## src/rtl/mouse_pkg.sv

```systemverilog
// mouse_pkg: shared state encoding and PS/2 command/response bytes for the mouse master.
package mouse_pkg;
    typedef logic [3:0] state_t;
    localparam state_t INIT      = 4'd0;
    localparam state_t SEND_RST  = 4'd1;
    localparam state_t WAIT_TX1  = 4'd2;
    localparam state_t WAIT_ACK1 = 4'd3;
    localparam state_t WAIT_BAT  = 4'd4;
    localparam state_t WAIT_ID   = 4'd5;
    localparam state_t SEND_EN   = 4'd6;
    localparam state_t WAIT_TX2  = 4'd7;
    localparam state_t WAIT_ACK2 = 4'd8;
    localparam state_t READ_B1   = 4'd9;
    localparam state_t READ_B2   = 4'd10;
    localparam state_t READ_B3   = 4'd11;
    localparam state_t PUBLISH   = 4'd12;
    localparam logic [7:0] CMD_RESET  = 8'hFF;
    localparam logic [7:0] CMD_ENABLE = 8'hF4;
    localparam logic [7:0] RSP_ACK    = 8'hFA;
    localparam logic [7:0] RSP_BAT_OK = 8'hAA;
    localparam logic [7:0] RSP_ID     = 8'h00;
    localparam int CNT_W = 27;
endpackage

```

## src/rtl/mouse_timeout_counter.sv

```systemverilog
// mouse_timeout_counter: saturating cycle counter with two selectable limits and an expired flag.
module mouse_timeout_counter #(
    parameter int unsigned POWERUP_LIMIT = 1_000_000,
    parameter int unsigned RX_LIMIT      = 100_000_000,
    parameter int          W             = 27
) (
    input  logic CLK,
    input  logic RESET,
    input  logic clear,
    input  logic enable,
    input  logic limit_sel,
    output logic expired
);
    logic [W-1:0] count;
    logic [W-1:0] limit;
    assign limit   = limit_sel ? W'(RX_LIMIT) : W'(POWERUP_LIMIT);
    assign expired = count == limit;
    always_ff @(posedge CLK) begin
        if (RESET || clear) count <= '0;
        else if (enable && !expired) count <= count + W'(1);
    end
endmodule

```

## src/rtl/mouse_master_sm.sv

```systemverilog
// mouse_master_sm: PS/2 mouse init handshake, then 3-byte packet assembly with a
// one-cycle interrupt per published packet.
module mouse_master_sm
    import mouse_pkg::*;
#(
    parameter int unsigned POWERUP_WAIT = 1_000_000,
    parameter int unsigned RX_TIMEOUT   = 100_000_000
) (
    input  logic       CLK,
    input  logic       RESET,
    output logic       SEND_BYTE,
    output logic [7:0] BYTE_TO_SEND,
    input  logic       BYTE_SENT,
    output logic       READ_ENABLE,
    input  logic       BYTE_READY,
    input  logic [7:0] BYTE_RECEIVED,
    input  logic [1:0] BYTE_ERROR_CODE,
    output logic [7:0] MOUSE_STATUS,
    output logic [7:0] MOUSE_DX,
    output logic [7:0] MOUSE_DY,
    output logic       SEND_INTERRUPT,
    output logic       INIT_DONE
);
    state_t     curr_state, next_state;
    logic [7:0] curr_status, curr_dx, curr_dy;
    logic [7:0] next_status, next_dx, next_dy;
    logic       byte_ok, expired, clear;
    assign byte_ok = BYTE_READY && BYTE_ERROR_CODE == 2'b00;
    assign clear   = next_state != curr_state || BYTE_READY || BYTE_SENT;
    mouse_timeout_counter #(
        .POWERUP_LIMIT(POWERUP_WAIT),
        .RX_LIMIT     (RX_TIMEOUT),
        .W            (CNT_W)
    ) u_timer (
        .CLK      (CLK),
        .RESET    (RESET),
        .clear    (clear),
        .enable   (1'b1),
        .limit_sel(curr_state != INIT),
        .expired  (expired)
    );
    always_comb begin
        next_state  = curr_state;
        next_status = curr_status;
        next_dx     = curr_dx;
        next_dy     = curr_dy;
        case (curr_state)
            INIT:      next_state = expired ? SEND_RST : INIT;
            SEND_RST:  next_state = WAIT_TX1;
            WAIT_TX1:  next_state = BYTE_SENT ? WAIT_ACK1 : expired ? INIT : WAIT_TX1;
            WAIT_ACK1: next_state = BYTE_READY ? (byte_ok && BYTE_RECEIVED == RSP_ACK ? WAIT_BAT : INIT)
                                               : expired ? INIT : WAIT_ACK1;
            WAIT_BAT:  next_state = BYTE_READY ? (byte_ok && BYTE_RECEIVED == RSP_BAT_OK ? WAIT_ID : INIT)
                                               : expired ? INIT : WAIT_BAT;
            WAIT_ID:   next_state = BYTE_READY ? (byte_ok && BYTE_RECEIVED == RSP_ID ? SEND_EN : INIT)
                                               : expired ? INIT : WAIT_ID;
            SEND_EN:   next_state = WAIT_TX2;
            WAIT_TX2:  next_state = BYTE_SENT ? WAIT_ACK2 : expired ? INIT : WAIT_TX2;
            WAIT_ACK2: next_state = BYTE_READY ? (byte_ok && BYTE_RECEIVED == RSP_ACK ? READ_B1 : INIT)
                                               : expired ? INIT : WAIT_ACK2;
            // Only a byte with the always-one bit set can start a packet; anything else resyncs here
            READ_B1: if (byte_ok && BYTE_RECEIVED[3]) begin
                next_status = BYTE_RECEIVED;
                next_state  = READ_B2;
            end
            READ_B2: begin
                if (byte_ok) next_dx = BYTE_RECEIVED;
                next_state = BYTE_READY ? (byte_ok ? READ_B3 : READ_B1) : expired ? READ_B1 : READ_B2;
            end
            READ_B3: begin
                if (byte_ok) next_dy = BYTE_RECEIVED;
                next_state = BYTE_READY ? (byte_ok ? PUBLISH : READ_B1) : expired ? READ_B1 : READ_B3;
            end
            PUBLISH:   next_state = READ_B1;
            default:   next_state = INIT;
        endcase
    end
    // Outputs are registered from the state being left/entered so they line up with the new state
    always_ff @(posedge CLK) begin
        if (RESET) begin
            curr_state     <= INIT;
            curr_status    <= '0;
            curr_dx        <= '0;
            curr_dy        <= '0;
            SEND_BYTE      <= 1'b0;
            BYTE_TO_SEND   <= '0;
            READ_ENABLE    <= 1'b0;
            MOUSE_STATUS   <= '0;
            MOUSE_DX       <= '0;
            MOUSE_DY       <= '0;
            SEND_INTERRUPT <= 1'b0;
            INIT_DONE      <= 1'b0;
        end else begin
            curr_state     <= next_state;
            curr_status    <= next_status;
            curr_dx        <= next_dx;
            curr_dy        <= next_dy;
            SEND_BYTE      <= curr_state == SEND_RST || curr_state == SEND_EN;
            BYTE_TO_SEND   <= curr_state == SEND_RST ? CMD_RESET : curr_state == SEND_EN ? CMD_ENABLE : BYTE_TO_SEND;
            READ_ENABLE    <= !(next_state inside {INIT, SEND_RST, WAIT_TX1, SEND_EN, WAIT_TX2});
            INIT_DONE      <= next_state inside {READ_B1, READ_B2, READ_B3, PUBLISH};
            SEND_INTERRUPT <= curr_state == PUBLISH;
            if (curr_state == PUBLISH) begin
                MOUSE_STATUS <= curr_status;
                MOUSE_DX     <= curr_dx;
                MOUSE_DY     <= curr_dy;
            end
        end
    end
endmodule

```

## config.mk

```make
export PLATFORM = sky130hd
export DESIGN_NAME = mouse_master_sm
export DESIGN_NICKNAME = d
export VERILOG_FILES = /design/src/rtl/mouse_pkg.sv /design/src/rtl/mouse_timeout_counter.sv /design/src/rtl/mouse_master_sm.sv
export SDC_FILE = /design/constraint.sdc
export NUM_CORES = 1
export LEC_CHECK = 0
export BUFFER_PORTS_ARGS = -buffer_cell sky130_fd_sc_hd__buf_2
export CAP_MARGIN = 20
export CORE_MARGIN = 8
export CORE_UTILIZATION = 60
export CTS_CLUSTER_DIAMETER = 40
export DETAILED_ROUTE_END_ITERATION = 6
export GPL_TIMING_DRIVEN = 0
export PLACE_DENSITY = 0.82
export SYNTH_ARGS = -nofsm -noshare
export SYNTH_HDL_FRONTEND = slang
export SYNTH_SLANG_ARGS = --single-unit
```

## constraint.sdc

```tcl
create_clock -name CLK -period 6.2 [get_ports CLK]
set_input_delay 0.62 -clock CLK [delete_from_list [all_inputs] [get_ports CLK]]
set_output_delay 0.62 -clock CLK [all_outputs]
set_load 0.1 [all_outputs]
```

== Word level (Yosys, flattened, before mapping) ==
Cells that the tools add are included.

* Add/sub/neg operators: 1
* Eq/ne operators: 24
* Multiplexer cells: 28
* Reductions and logical operators: 21

{| class="wikitable"
|+ Operators with widths
! cell !! count
|-
| 4-bit one-hot mux with 13 select lines || 1
|-
| 4-bit == test, second input constant || 9
|-
| 3-bit 2-to-1 mux || 11
|-
| 27-bit by 1-bit adder with 27-bit output, second input constant || 1
|-
| 27-bit == test || 1
|-
| 27-bit 2-to-1 mux || 1
|-
| 4-bit by 3-bit == test with 1-bit output, second input constant || 6
|-
| 4-bit 2-to-1 mux || 5
|-
| 8-bit == test, second input constant || 2
|-
| 8-bit 2-to-1 mux || 2
|-
| 2-bit 2-to-1 mux || 7
|-
| 4-bit by 2-bit == test with 1-bit output, second input constant || 3
|-
| 4-bit by 1-bit == test with 1-bit output, second input constant || 2
|-
| 4-bit logical NOT || 2
|-
| 8-bit logical NOT || 1
|-
| 4-bit nonzero test || 2
|-
| 2-bit AND reduction || 3
|-
| 1-bit logical AND || 5
|-
| 5-bit nonzero test || 1
|-
| 1-bit logical OR || 4
|-
| 4-bit != test || 1
|-
| 2-bit logical NOT || 1
|-
| 2-bit nonzero test || 1
|-
| 1-bit logical NOT || 1
|-
| 1-bit 2-to-1 mux || 1
|}

* Register bits after elaboration: 91
* Bits of input ports: 14
* Output and inout bits: 36
* Word-level logic and storage cells: 87

== Longest topological paths before layout ==
Gate-level depths: netlist (run 1).

* Depth after elaboration: 10
* Gate-level depth with buffers: 10
* Gate-level depth less buffers: 8

== By module ==
A second synthesis (run 1) with hierarchy kept.

* Cell total of the unflattened synthesis: 462
* Area, all modules: 3975.1 µm²

{| class="wikitable"
|+ By module, submodules not included
! module !! instances !! cells an instance !! area an instance (µm²) !! sequential area each (µm²)
|-
| mouse_master_sm || 1 || 287 || 2481.1 || 1161.1
|-
| mouse_timeout_counter || 1 || 175 || 1493.9 || 540.5
|}

== Worst setup path after synthesis (run 1) ==
No wires, ideal clock.

* Path kind: input-to-reg
* From: input BYTE_ERROR_CODE[1]
* To: register u_timer.count[0]
* Library setup time: 73 ps
* Arrival: 2223 ps
* Required time: 6127 ps
* Setup slack: 3904 ps
* Stages on the path: 8
* Buffers on the path: 2
* Path through: nor4bb_1 > and3_1 > a2bb2oi_1 > nor2_1 > a211o_1 > buf_2 > buf_2 > nor3_2

* Word-level cells in the longest chain between the ends: 10
* Elaborated cells on any way between the ends: 24
* Those cells by class: 1 x eq/ne; 14 x mux; 9 x reduce/logical

{| class="wikitable"
|+ RTL lines
! item !! line !! text
|-
| from (decl) || mouse_master_sm.sv:17 || <nowiki>input logic [1:0] BYTE_ERROR_CODE,</nowiki>
|-
| 2-bit logical NOT * || mouse_master_sm.sv:28 || <nowiki>assign byte_ok = BYTE_READY && BYTE_ERROR_CODE == 2'b00;</nowiki>
|-
| 1-bit logical AND * || mouse_master_sm.sv:28 ||
|-
| 1-bit logical AND, on equally long branches || - ||
|-
| 4-bit 2-to-1 mux (tied with other cells) (2 in a row) || mouse_master_sm.sv:59 || <nowiki>WAIT_ACK2: next_state = BYTE_READY ? (byte_ok && BYTE_RECEIVED == RSP_ACK ? READ_B1 : INIT)</nowiki>
|-
| 4-bit one-hot mux with 13 select lines * || mouse_master_sm.sv:47 || <nowiki>case (curr_state)</nowiki>
|-
| 4-bit != test * || mouse_master_sm.sv:29 || <nowiki>assign clear = next_state != curr_state || BYTE_READY || BYTE_SENT;</nowiki>
|-
| 1-bit logical OR * (2 in a row) || mouse_master_sm.sv:29 ||
|-
| 1-bit logical OR * || mouse_timeout_counter.sv:19 || <nowiki>if (RESET || clear) count <= '0;</nowiki>
|-
| to (signal assigned) || mouse_timeout_counter.sv:20 || <nowiki>else if (enable && !expired) count <= count + W'(1);</nowiki>
|-
| to (decl) || mouse_timeout_counter.sv:14 || <nowiki>logic [W-1:0] count;</nowiki>
|}

Every way passes the cells marked *; elsewhere a longest branch is shown, timed or not.
A chain may end at the register's enable or synchronous reset.

== Worst setup path in the final report (run 1) ==
* From: register curr_state[0]
* To: register u_timer.count[25]

* Word-level cells in the longest chain between the ends: 10
* Elaborated cells on any way between the ends: 39
* Those cells by class: 14 x eq/ne; 20 x mux; 5 x reduce/logical

{| class="wikitable"
|+ RTL lines
! item !! line !! text
|-
| from (decl) || mouse_master_sm.sv:24 || <nowiki>state_t curr_state, next_state;</nowiki>
|-
| from (signal assigned) || mouse_master_sm.sv:94 || <nowiki>curr_state <= next_state;</nowiki>
|-
| 4-bit nonzero test || mouse_master_sm.sv:39 || <nowiki>.limit_sel(curr_state != INIT),</nowiki>
|-
| 27-bit 2-to-1 mux || mouse_timeout_counter.sv:16 || <nowiki>assign limit = limit_sel ? W'(RX_LIMIT) : W'(POWERUP_LIMIT);</nowiki>
|-
| 27-bit == test || mouse_timeout_counter.sv:17 || <nowiki>assign expired = count == limit;</nowiki>
|-
| 2-bit 2-to-1 mux (tied with other cells) (2 in a row) || mouse_master_sm.sv:68 || <nowiki>next_state = BYTE_READY ? (byte_ok ? READ_B3 : READ_B1) : expired ? READ_B1 : READ_B2;</nowiki>
|-
| 4-bit one-hot mux with 13 select lines || mouse_master_sm.sv:47 ||
|-
| 4-bit != test || mouse_master_sm.sv:29 ||
|-
| 1-bit logical OR (2 in a row) || mouse_master_sm.sv:29 ||
|-
| 1-bit logical OR || mouse_timeout_counter.sv:19 ||
|}

Parallel ways exist; a longest one is shown, timed or not.

==> results of run 1 <==
## cells by family after synthesis
group	after synthesis	synth area share [%]
adder cells (fa/ha/maj)	2	0.625
XOR/XNOR	26	5.88
AND/OR/NAND/NOR	220	29.7
buffers and inverters	41	5.13
multiplexers	25	6.32
AO/OA/AOI/OAI	59	9.79
flip-flops	85	42.5
## flip-flops by register name (all words and copies together), names as in the netlist, 4 cells and up
name           cells
curr_dx            8
curr_dy            8
MOUSE_DY           8
curr_state         4
MOUSE_DX           8
curr_status        8
MOUSE_STATUS       8
u_timer.count     27
## cell usage in the layout, fill, tap and decap left out, types with 2 or more instances in the layout
cell type | netlist | routed
nand4_1 | 6 | 6
buf_2 | 5 | 54
ha_1 | 2 | 2
nor3b_2 | 2 | 2
and3_1 | 8 | 8
a31oi_1 | 6 | 6
clkbuf_1 | 16 | 16
buf_6 | 3 | 3
inv_1 | 11 | 11
o311ai_0 | 3 | 3
o211ai_1 | 3 | 3
inv_6 | 0 | 4
buf_4 | 6 | 6
and4_1 | 2 | 2
o21a_1 | 2 | 2
a2bb2oi_1 | 2 | 2
mux2_2 | 2 | 2
dfxtp_1 | 85 | 85
nor3_1 | 20 | 20
nand2_1 | 76 | 76
nor4_1 | 7 | 7
nor4bb_1 | 5 | 5
clkbuf_8 | 0 | 9
nor2b_1 | 5 | 5
nor3_2 | 20 | 20
nand3_1 | 14 | 14
xor2_1 | 13 | 13
o21ai_0 | 6 | 6
nand4b_1 | 2 | 2
a21oi_1 | 28 | 28
xnor2_1 | 12 | 12
nor2_1 | 44 | 44
mux2i_1 | 23 | 23
## power breakdown
group	switching, W	internal (W)	total, W
Clock	0.000221	0.000195	0.000416
Combinational	0.0000210	0.00000858	0.0000296
Sequential	0.000000683	0.000546	0.000547
## routing by layer
metal	GRT usage (%)	vias to the layer above	routed length, um
met5	0	-	0
met4	8.74	0	138
met3	4.91	10	626
met2	33.4	126	4640
met1	23.8	1648	4150
li1	-	1717	-
## worst max-delay path, delay by kind of cell, from the launching register on
| family | cells | cell delay (ns) |
|---|---|---|
| DFF | 1 | 0.38 |
| AOI/OAI and AO/OA | 2 | 0.30 |
| buffers and inverters | 3 | 0.78 |
| and+or+nand+nor | 4 | 1.04 |
## path summary, 6_finish.rpt
| kind | start | end | slack, ns | depth (start not counted) |
|---|---|---|---|---|
| hold reg to reg | MOUSE_STATUS[0] | MOUSE_STATUS[0] | 0.46 | 2 |
| setup / recovery | curr_state[0] | u_timer.count[25] | 3.58 | 9 |
| hold / removal | MOUSE_STATUS[0] | MOUSE_STATUS[0] | 0.46 | 2 |
| setup reg to reg | curr_state[0] | u_timer.count[25] | 3.58 | 9 |
## stage by stage
step	total power [W]	utilization, %	hold slack (ns)	instances
after floorplan	0.000574	-	0.426	458
after global placement	0.000588	68.0	0.436	584
after detailed placement	0.000588	68.0	0.443	584
after CTS	0.000996	71.3	0.456	600
after global routing	0.00102	71.3	0.473	600
final	0.000992	71.3	0.456	600
## final cells by class
class,count,area share [%]
clock inverter,7,1.95
timing repair buffer,49,5.38
sequential,85,37.4
multi-input combinational,332,46.0
tap,77,2.12
buffer,30,3.60
clock buffer,9,2.72
inverter,11,0.907
==> results_dict.tcl, run 1 <==
set metrics [dict create \
    multi_input_area_um2 2090 \
    grt_use_total_pct 20.1 \
    yosysTopAreaCell "dfxtp_1" \
    synth_common_cells "dfxtp_1, nand2_1, nor2_1, a21oi_1, mux2i_1" \
    period_needed_ns 2.62 \
    remaining_drc_errors 0 \
    ir_worst_vdd_mv 0.224 \
    crit_path_end_kind "flip-flop" \
    cp_cell_sequence "clkbuf_1 -> or4bb_1 -> nor4_1 -> o221ai_1 -> nand3_1 -> a211o_1 -> buf_2 -> buf_2 -> nor3_2" \
    fin_area_um2 4550 \
    cp.arrival_ns 2.87 \
    synthCells 458 \
    num-fill-cells 515 \
    slew_viol_final 0 \
    grt_pass1_vias 3334 \
    drt-total-wl_um 9550 \
    dp_slack_ns 3.45 \
    fmax_mhz 381 \
    syn_area_um2 4000 \
    crit_type "reg2reg" \
    crit_path_max_incr_delay_ns 0.56 \
    synth-edff-count 0 \
    cts_tree "yes" \
    rows 29 \
    synth.avg_cell_area_um2 8.73 \
    die_area_um2 9540 \
    ys_types 50 \
    startpoint_type "flip-flop" \
    seq_area_frac_synth_pct 42.5 \
    power.density_nw_per_um2 218 \
    hold_class "reg2reg" \
    relSlewSlack_pct 35.9 \
    yosysWarningCount 0 \
    place_area_um2 4340 \
    antenna_found_initial 0 \
    synthTopCellsByArea "dfxtp_1, nand2_1, mux2i_1" \
    hold_buffers 0 \
    ioPinCount 50 \
    io_buffer_count 49 \
    viasPerCell 5.84 \
    synthArstFlopShare_pct 0 \
    vias 3501 \
    fin_setup_tns_ns 0 \
    critical_path_required_ns 6.45 \
    worst_slew_pin_slew_ns 0.958 \
    synthesis.nets 474 \
    ff_latch_area_um2 1700 \
    gp_congestion 0.888 \
    fp.dieH_um 97.7 \
    cts_resized 0 \
    crit_slowest_cell "or4bb_1" \
    ys.flop_type "dfxtp_1" \
    setup_viol 0 \
    rsz0062_at_grt "false" \
    p_leak_nw 1.77 \
    cts_buffers 9 \
    yosys_register_bits 85 \
    post_cts_buffers 0 \
    finalWorstSetupSlack_ns 3.58 \
    cts_root_buf "clkbuf_8" \
    yosysMostFrequentCell "dfxtp_1" \
    worstSkewPairLatency_ns 0.37 \
    drive_above_1_share_pct 20.8 \
    drt_iter0_markers 191 \
    post-dp-hpwl_um 6830 \
    core_um2 6390 \
    wl_per_cell_um 15.9 \
    post-route-period-util_pct 42.3 \
    hold_viol_final 0 \
    path_max_fanout 10 \
    synthDominantCellAreaShare_pct 42.5 \
    cts-htree-levels 3 \
    clock_sinks 85 \
    cts.clk_slew.worst_paths_ns 0.10 \
    ant_nets 0 \
    final_nets 534 \
    clockBufferDepth 2 \
    areaGrowthSynthToFinish_pct 13.9 \
    grt_pass1_wl_um 16000 \
    gr-total-overflow 0 \
    dr.pass1.iters 4 \
    initial_core_util_pct 62.6 \
    cpMostUsedCell "buf_2" \
    status "complete, no violations" \
    diodes 0 \
    dieWidth_um 97.7 \
    maxCapViolations 0 \
    skew_ns 0.00891 \
    grt_max_degree 18 \
]
Note: power is estimated with default switching activity, not from simulation.
==> run 2: changes to the inputs <==
--- a/config.mk
+++ b/config.mk
@@ -8,11 +8,11 @@
 export BUFFER_PORTS_ARGS = -buffer_cell sky130_fd_sc_hd__buf_2
 export CAP_MARGIN = 20
 export CORE_MARGIN = 8
-export CORE_UTILIZATION = 60
+export CORE_UTILIZATION = 52
 export CTS_CLUSTER_DIAMETER = 40
 export DETAILED_ROUTE_END_ITERATION = 6
 export GPL_TIMING_DRIVEN = 0
-export PLACE_DENSITY = 0.82
+export PLACE_DENSITY = 0.76
 export SYNTH_ARGS = -nofsm -noshare
 export SYNTH_HDL_FRONTEND = slang
 export SYNTH_SLANG_ARGS = --single-unit
==> constraint.sdc (replaced) <==
create_clock -name CLK -period 2.2 [get_ports CLK]
set_input_delay 0.22 -clock CLK [delete_from_list [all_inputs] [get_ports CLK]]
set_output_delay 0.22 -clock CLK [all_outputs]
set_load 0.1 [all_outputs]
==> results_dict.tcl, run 2 (synthesis results as in run 1) <==
set metrics [dict create \
    fp.dieH_um 104 \
    crit_type "reg2reg" \
    status "finished with violations" \
    cts-htree-levels 3 \
    drt_iter0_markers 161 \
    ioPinCount 50 \
    num-fill-cells 636 \
    ir_worst_vdd_mv 0.337 \
    whs_ns 0.164 \
    viasPerCell 5.56 \
    post-route-period-util_pct 105 \
    worst_slew_pin_slew_ns 0.580 \
    maxCapViolations 0 \
    initial_core_util_pct 52.6 \
    cp.arrival_ns 2.58 \
    hold_class "in2reg" \
    gp_congestion 0.914 \
    remaining_drc_errors 0 \
    dp_slack_ns -0.387 \
    grt_pass1_wl_um 16800 \
    max_flop_register "u_timer.count" \
    ant_nets 0 \
    relSlewSlack_pct 61.3 \
    finalWorstSetupSlack_ns -0.118 \
    period_needed_ns 2.32 \
    final_cell_mix "dfxtp_1, nand2_1, buf_2, nor2_1, a21oi_1" \
    grt_max_degree 19 \
    startpoint_type "flip-flop" \
    total_power_w 0.00273 \
    cts_tree "yes" \
    worstSkewPairLatency_ns 0.37 \
    rows 32 \
    clockBufferDepth 2 \
    post-dp-hpwl_um 6860 \
    antenna_found_initial 0 \
    wl_per_cell_um 16.0 \
    violations "negative setup slack" \
    cts_buffers 9 \
    drt-total-wl_um 10300 \
    hold_viol_final 0 \
    drive_above_1_share_pct 29.1 \
    core_um2 7610 \
    cts_root_buf "clkbuf_8" \
    areaGrowthSynthToFinish_pct 25.4 \
    dieWidth_um 104 \
    slew_viol_final 0 \
    critical_path_required_ns 2.46 \
    diodes 0 \
    path_max_fanout 7 \
    setup_viol 27 \
    cts.clk_slew.worst_paths_ns 0.10 \
    io_buffer_count 49 \
    fmax_mhz 431 \
    grt_use_total_pct 18.7 \
    die_area_um2 10800 \
    p_leak_nw 1.95 \
    dr.pass1.iters 6 \
    mostFrequentLayoutCell "dfxtp_1" \
    vias 3584 \
    gr-total-overflow 0 \
    final_nets 554 \
    grt_pass1_vias 3479 \
    power.density_nw_per_um2 545 \
    crit_path_end_kind "flip-flop" \
    clock_sinks 85 \
    rsz0062_at_grt "true" \
    largest_reg_flops 27 \
    skew_ns 0.0132 \
]
[run 2: changes by cell type in the layout (fill, tap and decap cells not counted), sizes merged]
cell      before  now
buf           63   84
bufinv         1    0
clkbuf        25   24
clkinv         1    2
clkinvlp       1    0
inv           15   16
[run 2: metrics by stage]
| stage | instances | area (um2) | setup TNS (ns) | utilization [%] |
|---|---|---|---|---|
| floorplan | 458 | 4000 | 0 | - |
| global placement | 609 | 4370 | -10.56 | 57.5 |
| detailed placement | 609 | 4370 | -12.39 | 57.5 |
| CTS | 643 | 4880 | -1.02 | 64.1 |
| global route | 645 | 5020 | -5.71 | 65.9 |
| finish | 645 | 5020 | -2.54 | 65.9 |
[run 2: cell type report]
class	instances	area, um2	share of cell area [%]
multi-input cells	332	2280	45.4
flip-flops and latches	85	1720	34.2
repair buffers	71	478	9.53
plain buffers	28	181	3.62
well taps	102	128	2.54
clock buffers	9	124	2.47
clock inverters	7	71.3	1.42
inverters	11	41.3	0.823
[run 2: report_power, final]
part / leakage [nW] / switching, W / internal, W
logic: 1.16 / 0.0000648 / 0.0000331
registers: 0.688 / 0.000000728 / 0.00154
clock network: 0.0999 / 0.000653 / 0.000446
[run 2: final timing paths]
kind,slack [ns],endpoint,startpoint,cells after the start
setup / recovery,-0.12,u_timer.count[13],curr_state[3],9
hold / removal,0.16,curr_dx[4],BYTE_RECEIVED[4],3
setup reg to reg,-0.12,u_timer.count[13],curr_state[3],9
hold reg to reg,0.45,curr_status[3],curr_status[3],2
[run 2: routing by layer]
layer	share of wire (%)	global-route usage, %	vias to the layer above
li1	-	-	1752
met1	42	21.6	1688
met2	49	32.0	119
met3	6.2	4.71	25
met4	2.1	7.65	0
met5	0	0	-
[run 2: critical path, stage by stage (launching register included)]
cell	delay [ns]
dfxtp_4	0.39
nor4_4	0.29
buf_6	0.17
nor3b_4	0.25
o221ai_4	0.16
a221oi_4	0.40
xnor2_4	0.21
buf_12	0.17
buf_8	0.13
nor3_2	0.04
[run 2: what timing repair did]
action	4_1_cts	5_1_grt
setup endpoints to repair	57	59
gates resized for setup	38	27
setup buffers	17	3
endpoints found under the hold margin	0	0
pin swaps	19	25
hold buffers	0	0
gates cloned	2	0
==> run 3: changes to the inputs <==
--- a/config.mk
+++ b/config.mk
@@ -8,11 +8,12 @@
 export BUFFER_PORTS_ARGS = -buffer_cell sky130_fd_sc_hd__buf_2
 export CAP_MARGIN = 20
 export CORE_MARGIN = 8
-export CORE_UTILIZATION = 52
+export CORE_UTILIZATION = 58
 export CTS_CLUSTER_DIAMETER = 40
 export DETAILED_ROUTE_END_ITERATION = 6
 export GPL_TIMING_DRIVEN = 0
-export PLACE_DENSITY = 0.76
+export PLACE_DENSITY = 0.8
+export SLEW_MARGIN = 40
 export SYNTH_ARGS = -nofsm -noshare
 export SYNTH_HDL_FRONTEND = slang
 export SYNTH_SLANG_ARGS = --single-unit
==> constraint.sdc (replaced) <==
create_clock -name CLK -period 2.35 [get_ports CLK]
set_input_delay 0.235 -clock CLK [delete_from_list [all_inputs] [get_ports CLK]]
set_output_delay 0.235 -clock CLK [all_outputs]
set_load 0.1 [all_outputs]
==> results_dict.tcl, run 3 (synthesis results as in run 1) <==
set metrics [dict create \
    fp.dieH_um 99.0 \
    antenna_found_initial 0 \
    crit_path_end_kind "flip-flop" \
    maxCapViolations 0 \
    relSlewSlack_pct 62.3 \
    startpoint_type "flip-flop" \
    mostFrequentLayoutCell "dfxtp_1" \
    areaGrowthSynthToFinish_pct 22.7 \
    rsz0062_at_grt "true" \
    wl_per_cell_um 15.9 \
    drt_iter0_markers 165 \
    place_area_um2 4350 \
    clockBufferDepth 2 \
    finalWorstSetupSlack_ns -0.0538 \
    setup_viol 20 \
    total_power_w 0.00266 \
    violations "negative setup slack" \
    ant_nets 0 \
    grt_pass1_vias 3335 \
    dieWidth_um 99.0 \
    clock_sinks 85 \
    crit_slowest_cell "or4bb_1" \
    max_flop_register "u_timer.count" \
    reg2reg_depth 9 \
    crit_type "reg2reg" \
    num-fill-cells 499 \
    viasPerCell 5.79 \
    dr.pass1.iters 5 \
    period_needed_ns 2.40 \
    reg2reg_slack_ns -0.05 \
    cts.clk_slew.worst_paths_ns 0.10 \
    path_max_fanout 10 \
    drive_above_1_share_pct 27.1 \
    cp.arrival_ns 2.64 \
    endpoint "u_timer.count[1]" \
    die_area_um2 9810 \
    rows 30 \
    io_buffer_count 49 \
    ioPinCount 50 \
    grt_max_degree 17 \
    status "finished with violations" \
    critical_path_required_ns 2.59 \
    final_nets 553 \
    ir_worst_vdd_mv 0.370 \
    grt_pass1_wl_um 15900 \
    remaining_drc_errors 0 \
    cts_buffers 9 \
    final_cell_mix "dfxtp_1, nand2_1, buf_2, nor2_1, a21oi_1" \
    fin_setup_tns_ns -0.463 \
    cts-htree-levels 3 \
    slew_viol_final 0 \
    skew_ns 0.0106 \
    post-dp-hpwl_um 6600 \
    diodes 0 \
    drt-total-wl_um 9910 \
    hold_viol_final 0 \
    timing.rr.start "curr_state[0]" \
    p_leak_nw 1.93 \
    post-route-period-util_pct 102 \
    hold_buffers 0 \
    initial_core_util_pct 59.5 \
    worstSkewPairLatency_ns 0.37 \
    core_um2 6720 \
    cts_root_buf "clkbuf_8" \
    grt_use_total_pct 19.7 \
    fin_area_um2 4910 \
    crit_path_max_incr_delay_ns 0.54 \
    cts_tree "yes" \
    rr_endpoint "u_timer.count[1]" \
    gr-total-overflow 0 \
    cp_cell_sequence "buf_2 -> or4bb_1 -> nor4_1 -> o221ai_1 -> nand3_1 -> a211o_1 -> clkbuf_4 -> buf_8 -> nor3_4" \
    fmax_mhz 416 \
    hold_class "in2reg" \
    power.density_nw_per_um2 542 \
    vias 3601 \
    gp_congestion 0.923 \
    worst_slew_pin_slew_ns 0.564 \
    largest_reg_flops 27 \
    crit_start "curr_state[0]" \
]
-- run 3: worst min path at each step --
| stage | slack, ns | cells after the start | to | startpoint |
|---|---|---|---|---|
| after floorplan | 0.38 | 2 | curr_dx[0] | BYTE_RECEIVED[0] |
| after global placement | 0.44 | 2 | curr_status[3] | curr_status[3] |
| after detailed placement | 0.44 | 2 | curr_status[3] | curr_status[3] |
| after CTS | 0.17 | 3 | curr_dx[4] | BYTE_RECEIVED[4] |
| after global routing | 0.20 | 3 | curr_dy[2] | BYTE_RECEIVED[2] |
| final | 0.18 | 3 | curr_dx[4] | BYTE_RECEIVED[4] |
-- run 3: per-layer routing --
metal  track usage (%)  vias to the layer above  part of all wire [%]
li1                  -                     1750                     -
met1              23.6                     1716                    42
met2              33.0                      113                    50
met3              3.66                       22                   5.5
met4              9.92                        0                   2.6
met5                 0                        -                     0
-- run 3: layout make-up --
| type | count | area, um2 | share of cell area (%) |
|---|---|---|---|
| multi-input combinational | 332 | 2230 | 45.4 |
| clock buffer | 10 | 138 | 2.80 |
| sequential | 85 | 1710 | 34.9 |
| clock inverter | 6 | 76.3 | 1.56 |
| timing repair buffer | 69 | 429 | 8.75 |
| buffer | 29 | 184 | 3.75 |
| inverter | 11 | 41.3 | 0.841 |
| tap | 80 | 100 | 2.04 |
-- run 3: metrics by stage --
stage | hold slack [ns] | util, % | cells | setup WS (ns)
2_1_floorplan | 0.379 | - | 458 | 0.179
3_3_place_gp | 0.438 | 64.7 | 587 | -0.213
3_5_place_dp | 0.441 | 64.7 | 587 | -0.255
4_1_cts | 0.169 | 69.6 | 609 | 0.0163
5_1_grt | 0.202 | 73.0 | 622 | -0.161
6_report | 0.177 | 73.0 | 622 | -0.0538
-- run 3: report_power, final --
group	internal, W	leakage [nW]	switching [W]
logic	0.0000281	1.14	0.0000591
clock network	0.000542	0.110	0.000590
registers	0.00144	0.687	0.00000176
total	0.00201	1.93	0.000651
-- run 3: timing repair --
| action | CTS | global route |
|---|---|---|
| setup endpoints to repair | 36 | 55 |
| pin swaps | 5 | 13 |
| cloned | 0 | 1 |
| setup buffers | 6 | 13 |
| gates resized for setup | 17 | 23 |
-- run 3: critical path, delay by kind of cell, from the launching register on --
family          cells  cell delay [ns]
compound gates      2             0.34
buf+inv             3             0.60
flops               1             0.36
simple gates        4             0.95
